==> src/rtl/wts_channel_sequencer_if.sv <==
// Bus between the register block / tone generator and the channel sequencer.
// The sequencer takes the slave side; whoever drives the slot strobe and generator results takes master.
interface wts_channel_sequencer_if #(
  parameter int CHANNELS = 8,
  parameter int CH_BITS  = 3
);
  logic                slot_enable;
  logic [CHANNELS-1:0] key_on;
  logic [CHANNELS-1:0] restart_req;
  logic [CHANNELS-1:0] half_flag_clear;
  logic                tg_half_timing;
  logic [11:0]         tg_frequency_count_next;
  logic [6:0]          tg_wave_address_next;
  logic [CH_BITS-1:0]  channel;
  logic [11:0]         tg_frequency_count;
  logic [6:0]          tg_wave_address;
  logic [CHANNELS-1:0] half_flag;
  logic                frame_end;

  modport master (
    output slot_enable, key_on, restart_req, half_flag_clear,
    output tg_half_timing, tg_frequency_count_next, tg_wave_address_next,
    input  channel, tg_frequency_count, tg_wave_address, half_flag, frame_end
  );

  modport slave (
    input  slot_enable, key_on, restart_req, half_flag_clear,
    input  tg_half_timing, tg_frequency_count_next, tg_wave_address_next,
    output channel, tg_frequency_count, tg_wave_address, half_flag, frame_end
  );
endinterface

==> src/rtl/wts_channel_sequencer.sv <==
// Per-channel tone state store that time-multiplexes channels through the shared tone generator,
// writing back its next-state results and tracking restarts and sticky half-buffer flags.
module wts_channel_sequencer #(
  parameter int CHANNELS = 8,
  parameter int CH_BITS  = 3
) (
  input  logic                   clk,
  input  logic                   reset,
  wts_channel_sequencer_if.slave bus
);

  localparam logic [CH_BITS-1:0] LAST_CH = CH_BITS'(CHANNELS - 1);

  logic [CH_BITS-1:0]  channel_q, channel_d;
  logic [11:0]         fcount_q [CHANNELS];
  logic [11:0]         fcount_d [CHANNELS];
  logic [6:0]          waddr_q  [CHANNELS];
  logic [6:0]          waddr_d  [CHANNELS];
  logic [CHANNELS-1:0] pending_q, pending_d;
  logic [CHANNELS-1:0] half_flag_q, half_flag_d;
  logic                frame_end_q, frame_end_d;

  logic                cur_key;
  logic                eff_restart;
  logic                park;

  // A parked or restarting channel is forced back to the start of its waveform.
  function automatic logic [11:0] next_count(input logic park_i, input logic [11:0] nxt);
    return park_i ? 12'd0 : nxt;
  endfunction

  function automatic logic [6:0] next_addr(input logic park_i, input logic [6:0] nxt);
    return park_i ? 7'd0 : nxt;
  endfunction

  always_comb begin
    cur_key     = bus.key_on[channel_q];
    eff_restart = pending_q[channel_q] | bus.restart_req[channel_q];
    park        = !cur_key || eff_restart;

    fcount_d    = fcount_q;
    waddr_d     = waddr_q;
    channel_d   = channel_q;
    frame_end_d = 1'b0;
    pending_d   = pending_q | bus.restart_req;
    half_flag_d = half_flag_q & ~bus.half_flag_clear;

    if (bus.slot_enable) begin
      fcount_d[channel_q]  = next_count(park, bus.tg_frequency_count_next);
      waddr_d[channel_q]   = next_addr(park, bus.tg_wave_address_next);
      pending_d[channel_q] = 1'b0;
      // Setting beats a same-cycle clear so a half-buffer event is never lost.
      if (cur_key && !eff_restart && bus.tg_half_timing) begin
        half_flag_d[channel_q] = 1'b1;
      end
      channel_d   = (channel_q == LAST_CH) ? '0 : channel_q + 1'b1;
      frame_end_d = (channel_q == LAST_CH);
    end
  end

  always_ff @(posedge clk) begin
    if (reset) begin
      channel_q   <= '0;
      pending_q   <= '0;
      half_flag_q <= '0;
      frame_end_q <= 1'b0;
      for (int ch = 0; ch < CHANNELS; ch++) begin
        fcount_q[ch] <= 12'd0;
        waddr_q[ch]  <= 7'd0;
      end
    end else begin
      channel_q   <= channel_d;
      pending_q   <= pending_d;
      half_flag_q <= half_flag_d;
      frame_end_q <= frame_end_d;
      fcount_q    <= fcount_d;
      waddr_q     <= waddr_d;
    end
  end

  assign bus.channel            = channel_q;
  assign bus.tg_frequency_count = fcount_q[channel_q];
  assign bus.tg_wave_address    = waddr_q[channel_q];
  assign bus.half_flag          = half_flag_q;
  assign bus.frame_end          = frame_end_q;

endmodule

==> src/flat_wrapper.sv <==
// flat-port wrapper written by rule: the top's interface ports become plain ports
module wts_channel_sequencer_flat 
#(
  parameter int CHANNELS = 8,
  parameter int CH_BITS  = 3
)
  (clk, reset, bus_slot_enable, bus_key_on, bus_restart_req, bus_half_flag_clear, bus_tg_half_timing, bus_tg_frequency_count_next, bus_tg_wave_address_next, bus_channel, bus_tg_frequency_count, bus_tg_wave_address, bus_half_flag, bus_frame_end);
  wts_channel_sequencer_if #(.CHANNELS(CHANNELS), .CH_BITS(CH_BITS)) bus_i ();
  input  logic clk;
  input  logic reset;
  input wire logic [$bits(bus_i.slot_enable)-1:0] bus_slot_enable;
  input wire logic [$bits(bus_i.key_on)-1:0] bus_key_on;
  input wire logic [$bits(bus_i.restart_req)-1:0] bus_restart_req;
  input wire logic [$bits(bus_i.half_flag_clear)-1:0] bus_half_flag_clear;
  input wire logic [$bits(bus_i.tg_half_timing)-1:0] bus_tg_half_timing;
  input wire logic [$bits(bus_i.tg_frequency_count_next)-1:0] bus_tg_frequency_count_next;
  input wire logic [$bits(bus_i.tg_wave_address_next)-1:0] bus_tg_wave_address_next;
  output wire logic [$bits(bus_i.channel)-1:0] bus_channel;
  output wire logic [$bits(bus_i.tg_frequency_count)-1:0] bus_tg_frequency_count;
  output wire logic [$bits(bus_i.tg_wave_address)-1:0] bus_tg_wave_address;
  output wire logic [$bits(bus_i.half_flag)-1:0] bus_half_flag;
  output wire logic [$bits(bus_i.frame_end)-1:0] bus_frame_end;
  assign bus_i.slot_enable = bus_slot_enable;
  assign bus_i.key_on = bus_key_on;
  assign bus_i.restart_req = bus_restart_req;
  assign bus_i.half_flag_clear = bus_half_flag_clear;
  assign bus_i.tg_half_timing = bus_tg_half_timing;
  assign bus_i.tg_frequency_count_next = bus_tg_frequency_count_next;
  assign bus_i.tg_wave_address_next = bus_tg_wave_address_next;
  assign bus_channel = bus_i.channel;
  assign bus_tg_frequency_count = bus_i.tg_frequency_count;
  assign bus_tg_wave_address = bus_i.tg_wave_address;
  assign bus_half_flag = bus_i.half_flag;
  assign bus_frame_end = bus_i.frame_end;
  wts_channel_sequencer #(.CHANNELS(CHANNELS), .CH_BITS(CH_BITS)) u_core (.clk(clk), .reset(reset), .bus(bus_i));
endmodule
==> config.mk <==
export PLATFORM = sky130hd
export DESIGN_NAME = wts_channel_sequencer_flat
export DESIGN_NICKNAME = d
export VERILOG_FILES = /design/src/rtl/wts_channel_sequencer_if.sv /design/src/rtl/wts_channel_sequencer.sv /design/src/flat_wrapper.sv
export SDC_FILE = /design/constraint.sdc
export NUM_CORES = 1
export LEC_CHECK = 0
export ABC_AREA = 0
export BUFFER_PORTS_ARGS = -buffer_cell sky130_fd_sc_hd__buf_2
export CAP_MARGIN = 20
export CORE_ASPECT_RATIO = 1.5
export CORE_MARGIN = 4
export CORE_UTILIZATION = 58
export DETAILED_ROUTE_END_ITERATION = 8
export PLACE_DENSITY = 0.8
export SLEW_MARGIN = 20
export SYNTH_ARGS = -nofsm -noshare
export SYNTH_HDL_FRONTEND = slang
export SYNTH_SLANG_ARGS = --single-unit
==> constraint.sdc <==
create_clock -name clk -period 2.4 [get_ports clk]
set_input_delay 0.48 -clock clk [delete_from_list [all_inputs] [get_ports clk]]
set_output_delay 0.48 -clock clk [all_outputs]
set_load 0.01 [all_outputs]
==> results of run 1 <==
## logic make-up (layout without fill, tap and decap cells)
| kind of cell | count (synthesis) | after routing |
|---|---|---|
| DFF | 172 | 172 |
| buffers and inverters | 83 | 153 |
| adders and majority gates | 2 | 2 |
| and+or+nand+nor | 144 | 144 |
| AOI/OAI and AO/OA | 174 | 174 |
| muxes | 59 | 59 |
## repair_timing
item	CTS	global route
setup buffers	3	4
pin swaps	2	0
gates resized for setup	24	3
cloned	1	0
endpoints found under the setup margin	19	19
## worst max path at each step
stage	startpoint	slack (ps)	endpoint
2_1_floorplan	u_core.bus.channel[0]	250	bus_tg_frequency_count[0]
3_3_place_gp	u_core.bus.channel[1]	210	u_core.fcount_q[76]
3_5_place_dp	u_core.bus.channel[1]	200	u_core.fcount_q[73]
4_1_cts	u_core.bus.channel[0]	-90	bus_tg_frequency_count[5]
5_1_grt	u_core.bus.channel[0]	-100	bus_tg_frequency_count[1]
6_report	u_core.bus.channel[0]	-60	bus_tg_frequency_count[8]
## critical path, cell delays in order, from the launching register on
cell and delay, ps:
dfxtp_4 420, buf_4 200, mux4_2 510, mux2_2 280, buf_2 140
## cell type report
cell class	instances	area, um^2	area share [%]
Sequential cell	172	3450	41.8
Clock inverter	7	138	1.66
Tap cell	150	188	2.27
Clock buffer	22	484	5.85
Inverter	7	26.3	0.318
Timing Repair Buffer	117	795	9.60
Multi-Input combinational cell	379	3190	38.5
## flip-flops by register name, indices dropped and copies added, names as in the netlist
name                  flops
u_core.bus.frame_end      1
u_core.bus.channel        3
u_core.fcount_q          96
u_core.waddr_q           56
u_core.pending_q          8
u_core.bus.half_flag      8
## cells in the final DEF, fill, tap and decap left out, types with 10 or more instances in the layout
| master | netlist | final |
|---|---|---|
| a21oi_1 | 10 | 10 |
| a22o_1 | 79 | 79 |
| a22oi_1 | 76 | 76 |
| buf_2 | 14 | 68 |
| buf_4 | 1 | 35 |
| clkbuf_16 | 0 | 17 |
| dfxtp_1 | 172 | 169 |
| mux2_2 | 18 | 11 |
| mux4_2 | 32 | 32 |
| nor2_1 | 99 | 99 |
| nor2b_1 | 11 | 11 |
## power by group through the flow
stage	logic, mW	clock network (mW)	registers [mW]
3_5_place_dp	0.395	0	2.98
3_3_place_gp	0.387	0	2.98
5_1_grt	0.460	3.02	2.92
4_1_cts	0.430	2.91	2.92
2_1_floorplan	0.257	0	2.96
6_report	0.434	2.89	2.92
## cells in the mapped netlist (all sizes together)
cell type / count
inv: 7
nand4b: 1
buf: 23
nand4: 3
ha: 2
o2bb2ai: 1
nor4b: 3
nand2: 6
nand4bb: 2
dfxtp: 172
nor3: 10
a22oi: 76
and4b: 1
nor2: 99
nand2b: 4
a22o: 79
nand3: 1
o211ai: 1
a41oi: 2
a31oi: 2
a221oi: 1
a21oi: 10
mux4: 32
or3: 2
mux2i: 9
clkbuf: 53
or4b: 1
a211o: 1
mux2: 18
o22ai: 1
nor2b: 11
## per-layer routing
metal / routed length [um] / track usage [%] / vias up
met4: 661 / 15.2 / 0
li1: - / - / 2470
met2: 10400 / 52.0 / 333
met3: 1530 / 4.72 / 54
met1: 7400 / 34.8 / 2858
met5: 0 / 0 / -
## per-stage QoR
| stage | power, mW | cell area (um^2) | TNS, ps |
|---|---|---|---|
| after floorplan | 3.22 | 6870 | 0 |
| after global placement | 3.37 | 7470 | 0 |
| after detailed placement | 3.38 | 7470 | 0 |
| after CTS | 6.25 | 8250 | -977 |
| after global routing | 6.40 | 8270 | -1310 |
| final | 6.25 | 8270 | -551 |
==> flow_summary.json, run 1 <==
{
  "outcome": "finished, violations left",
  "violations": "setup timing",
  "cts.sink_count": 172,
  "intPower_mw": 4.89,
  "cp.arrival_ps": 1980,
  "drtIter0Drc": 698,
  "nFillCells": 785,
  "whs_endpoint": "u_core.pending_q[7]",
  "r2r_start": "u_core.bus.channel[0]",
  "p_clk_share_pct": 46.3,
  "synth_area_per_cell_um2": 10.8,
  "hold_viol": 0,
  "synth_top_cell_area_share_pct": 50.1,
  "combPwrFrac_pct": 6.9,
  "die_area_mm2": 0.0137,
  "htree_levels": 4,
  "peakVddDrop_mv": 0.508,
  "path_max_fanout": 8,
  "routedWlPerCell_um": 23.4,
  "synth-seq-cells": 172,
  "rsz0062_at_grt": "true",
  "core_area_mm2": 0.0115,
  "ctsHoldBuffers": 0,
  "path_class": "reg -> out",
  "synth_top_family_by_area": "compound AO/OA/AOI/OAI gates",
  "fin_crit_ps": 2460,
  "yosysSeqAreaShare_pct": 50.1,
  "dpl.hpwl_um": 11600,
  "max_freq_ghz": 0.406,
  "setup_viol_count_final": 14,
  "nNetsFinal": 743,
  "ios": 78,
  "synthTopCellsByArea": "dfxtp_1 50%, mux4_2 10%, a22o_1 10%, a22oi_1 8.3%, nor2_1 5.4%",
  "min_path_cells": 3,
  "gr-usage-all-layers_pct": 29.5,
  "dr.pass1.iters": 6,
  "leakage_nw": 3.27,
  "start_kind": "register",
  "clk-insertion-delay-late_ps": 420,
  "port_buffers": 77,
  "synth-simple-area-share_pct": 9.78,
  "overflow": 0,
  "regToRegSetupSlack_ps": 190,
  "synth_nets": 683,
  "syn_to_final_growth_pct": 20.5,
  "relSlewSlack_pct": 35.5,
  "synth_compound_area_share_pct": 20.1,
  "die_w_um": 96.9,
  "maxCapViolCount": 0,
  "drt-total-wl_um": 20000,
  "synth_area_leader_cell": "dfxtp_1",
  "sequentialPowerShare_pct": 46.7,
  "clockBufferDepth": 2,
  "synth.distinct_cells": 35,
  "slew_viol_final": 0,
  "routabilityCongestion": 0.812,
  "root_buffer": "clkbuf_16",
  "syn_inst": 634,
  "powerDensity_mw_per_mm2": 755,
  "sw_frac_of_total_pct": 21.7,
  "synth-xor-area-share_pct": 0,
  "antenna_left": 0,
  "grt_max_degree": 69,
  "synth_fa_ha_area_share_pct": 0.364,
  "path_clk_slew_ps": 60,
  "finalCritPeriodShare_pct": 103,
  "dp.cells": 818,
  "fin_cells": 854,
  "reg2reg_depth": 6,
  "grt_pass1_vias": 5850,
  "min_from": "bus_restart_req[7]",
  "final_util_pct": 71.8,
  "vias_per_cell": 6.69,
  "drc": 0,
  "fp.dieH_um": 141,
  "rows": 48,
  "hp-class": "in -> reg",
  "preCtsSetupSlack_ps": 195,
  "synthMuxAreaShare_pct": 14.8,
  "syn_area_mm2": 0.00687,
  "vias": 5715,
  "yosysWarnings": 0,
  "required_ps": 1920,
  "endpoint_kind": "primary output",
  "clock_skew_ps": 5.11,
  "cts_tree": "yes",
  "drive_gt1_share_pct": 30.1,
  "power.switching_mw": 1.36,
  "reg2reg_to": "u_core.fcount_q[82]",
  "start_util_pct": 59.6,
  "cts_buffers": 17,
  "grt_first_pass_wirelength_um": 31900,
  "hold-worst-slack_ps": 304,
  "n_antenna_cell": 0,
  "worstMarginPinSlew_ps": 966,
  "grt_antenna_before_repair": 0,
  "setup_ws_ps": -63.6
}
No activity file was read; power rests on OpenSTA's default activity.
==> run 2, diff against run 1 <==
==> constraint.sdc (replaced) <==
create_clock -name clk -period 2.4 [get_ports clk]
set_input_delay 0.24 -clock clk [delete_from_list [all_inputs] [get_ports clk]]
set_output_delay 0.24 -clock clk [all_outputs]
set_load 0.01 [all_outputs]
==> run 2 against run 1 <==
Net effect:
- the flow now finishes without violations
- first-iteration DRC count shrank 23%
- global-route usage shrank 1.5 points
- sequential power is essentially flat
- register-to-register slack gained 270 ps
- clock-buffer cell count grew 1
- via count shrank 3.0%
- design area shrank 2.2%
- sequential cell count is the same
- utilization shrank 1.6 points
- die area is the same
- non-clock buffer count shrank 10
- highest routed layer unchanged
==> flow_summary.json, run 2 (synthesis gave the netlist of run 1 again) <==
{
  "outcome": "completed",
  "fin_tns_setup_ps": 0,
  "clock_skew_ps": 6.79,
  "setup_ws_ps": 82.4,
  "multi_input_area_mm2": 0.00315,
  "largest_reg_flops": 96,
  "maxCapViolCount": 0,
  "setup_viol_count_final": 0,
  "ios": 78,
  "start_kind": "register",
  "min_from": "bus_restart_req[1]",
  "cp.depth": 4,
  "max_freq_ghz": 0.431,
  "routabilityCongestion": 0.839,
  "worstMarginPinSlew_ps": 495,
  "final_cell_mix": "169 x dfxtp_1, 99 x nor2_1, 79 x a22o_1",
  "reg2reg_depth": 5,
  "crit_path_top_delay_cell": "mux4_2",
  "cts.sink_count": 172,
  "finalCritPeriodShare_pct": 96.6,
  "regToRegSetupSlack_ps": 460,
  "reg2reg_to": "u_core.fcount_q[92]",
  "path_max_fanout": 20,
  "fin_cells": 846,
  "grt_pass1_vias": 5671,
  "crit_family": "multiplexers",
  "die_w_um": 96.9,
  "hold_viol": 0,
  "slew_viol_final": 0,
  "vias": 5545,
  "drc": 0,
  "final_common_cell": "dfxtp_1",
  "leakage_nw": 3.17,
  "cp.arrival_ps": 2080,
  "fin_crit_ps": 2320,
  "min_path_cells": 3,
  "antenna_left": 0,
  "whs_endpoint": "u_core.pending_q[1]",
  "ctsHoldBuffers": 0,
  "dr.pass1.iters": 5,
  "path_clk_slew_ps": 60,
  "required_ps": 2160,
  "overflow": 0,
  "preCtsSetupSlack_ps": 396,
  "path_buf_inv": 2,
  "rsz0062_at_grt": "false",
  "cts_tree": "yes",
  "drive_gt1_share_pct": 28.6,
  "cp_cell_sequence": "buf_12 > mux4_2 > mux2_2 > buf_2",
  "start_util_pct": 59.6,
  "path_class": "reg -> out",
  "endpoint_kind": "primary output",
  "syn_to_final_growth_pct": 17.8,
  "dp.cells": 815,
  "p_total_mw": 5.94,
  "cts_buffers": 17,
  "final_util_pct": 70.2,
  "relSlewSlack_pct": 67.0,
  "cpPeakStageDelay_ps": 520,
  "n_antenna_cell": 0,
  "peakVddDrop_mv": 0.545,
  "powerDensity_mw_per_mm2": 734,
  "routedWlPerCell_um": 22.5,
  "drtIter0Drc": 538,
  "grt_max_degree": 68,
  "root_buffer": "clkbuf_16",
  "r2r_start": "u_core.bus.channel[2]",
  "largest_register": "u_core.fcount_q",
  "gr-usage-all-layers_pct": 28.0,
  "nNetsFinal": 733,
  "dpl.hpwl_um": 11600,
  "grt_first_pass_wirelength_um": 30100,
  "htree_levels": 4,
  "clk-insertion-delay-late_ps": 420,
  "core_area_mm2": 0.0115,
  "die_area_mm2": 0.0137,
  "vias_per_cell": 6.55,
  "seqCellArea_mm2": 0.00345,
  "grt_antenna_before_repair": 0,
  "hp-class": "in -> reg",
  "clockBufferDepth": 2,
  "top_regs": "u_core.fcount_q x96, u_core.waddr_q x56",
  "drt-total-wl_um": 19000,
  "fp.dieH_um": 141,
  "port_buffers": 77,
  "nFillCells": 818,
  "rows": 48
}
run 2: cell count changes in the layout (fill, tap and decap cells not counted), sizes merged:
cell,delta
buf,-10
bufinv,-3
clkinvlp,+3
clkbuf,+1
inv,+1
run 2: worst max-delay path by stage:
stage	startpoint	end	slack, ps
6_report	u_core.bus.channel[0]	bus_tg_frequency_count[8]	80
5_1_grt	u_core.bus.channel[0]	bus_tg_wave_address[0]	30
4_1_cts	u_core.bus.channel[0]	bus_tg_frequency_count[8]	70
3_5_place_dp	u_core.bus.channel[2]	bus_tg_frequency_count[0]	400
3_3_place_gp	u_core.bus.channel[2]	bus_tg_frequency_count[0]	430
2_1_floorplan	u_core.bus.channel[0]	bus_tg_frequency_count[0]	490
run 2: metal layers:
metal | part of all wire, % | vias to the layer above | global-route usage [%]
met5 | 0 | - | 0
met4 | 3.4 | 0 | 14.0
met3 | 7.7 | 59 | 4.92
met2 | 51 | 302 | 49.1
met1 | 38 | 2728 | 33.0
li1 | - | 2456 | -
run 2: what timing repair did:
| item | CTS | global route |
|---|---|---|
| gates resized for setup | 2 | 1 |
| endpoints found under the setup margin | 16 | 1 |
| cloned | 0 | 0 |
| buffers inserted | 0 | 0 |
run 2: metrics by stage:
step	instance area, um^2	hold slack [ps]
after CTS	8090	55.8
final	8090	64.0
after global routing	8090	75.8
after global placement	7520	451
after floorplan	6870	373
after detailed placement	7520	454
run 2: tightest hold or removal path: cells and delay by family:
family | cells | cell delay (ps)
simple gates | 2 | 130
buf+inv | 1 | 70
run 2: layout make-up:
| type | instances | share of cell area [%] |
|---|---|---|
| timing repair buffer | 107 | 8.81 |
| multi-input combinational | 379 | 38.9 |
| clock buffer | 23 | 5.91 |
| sequential | 172 | 42.7 |
| inverter | 7 | 0.325 |
| clock inverter | 8 | 1.07 |
| tap | 150 | 2.32 |
run 2: where the power goes:
part / switching (mW) / leakage (nW) / internal (mW) / total (mW)
registers: 0.0331 / 1.39 / 2.88 / 2.91
clock network: 1.10 / 0.262 / 1.51 / 2.61
logic: 0.251 / 1.52 / 0.159 / 0.410
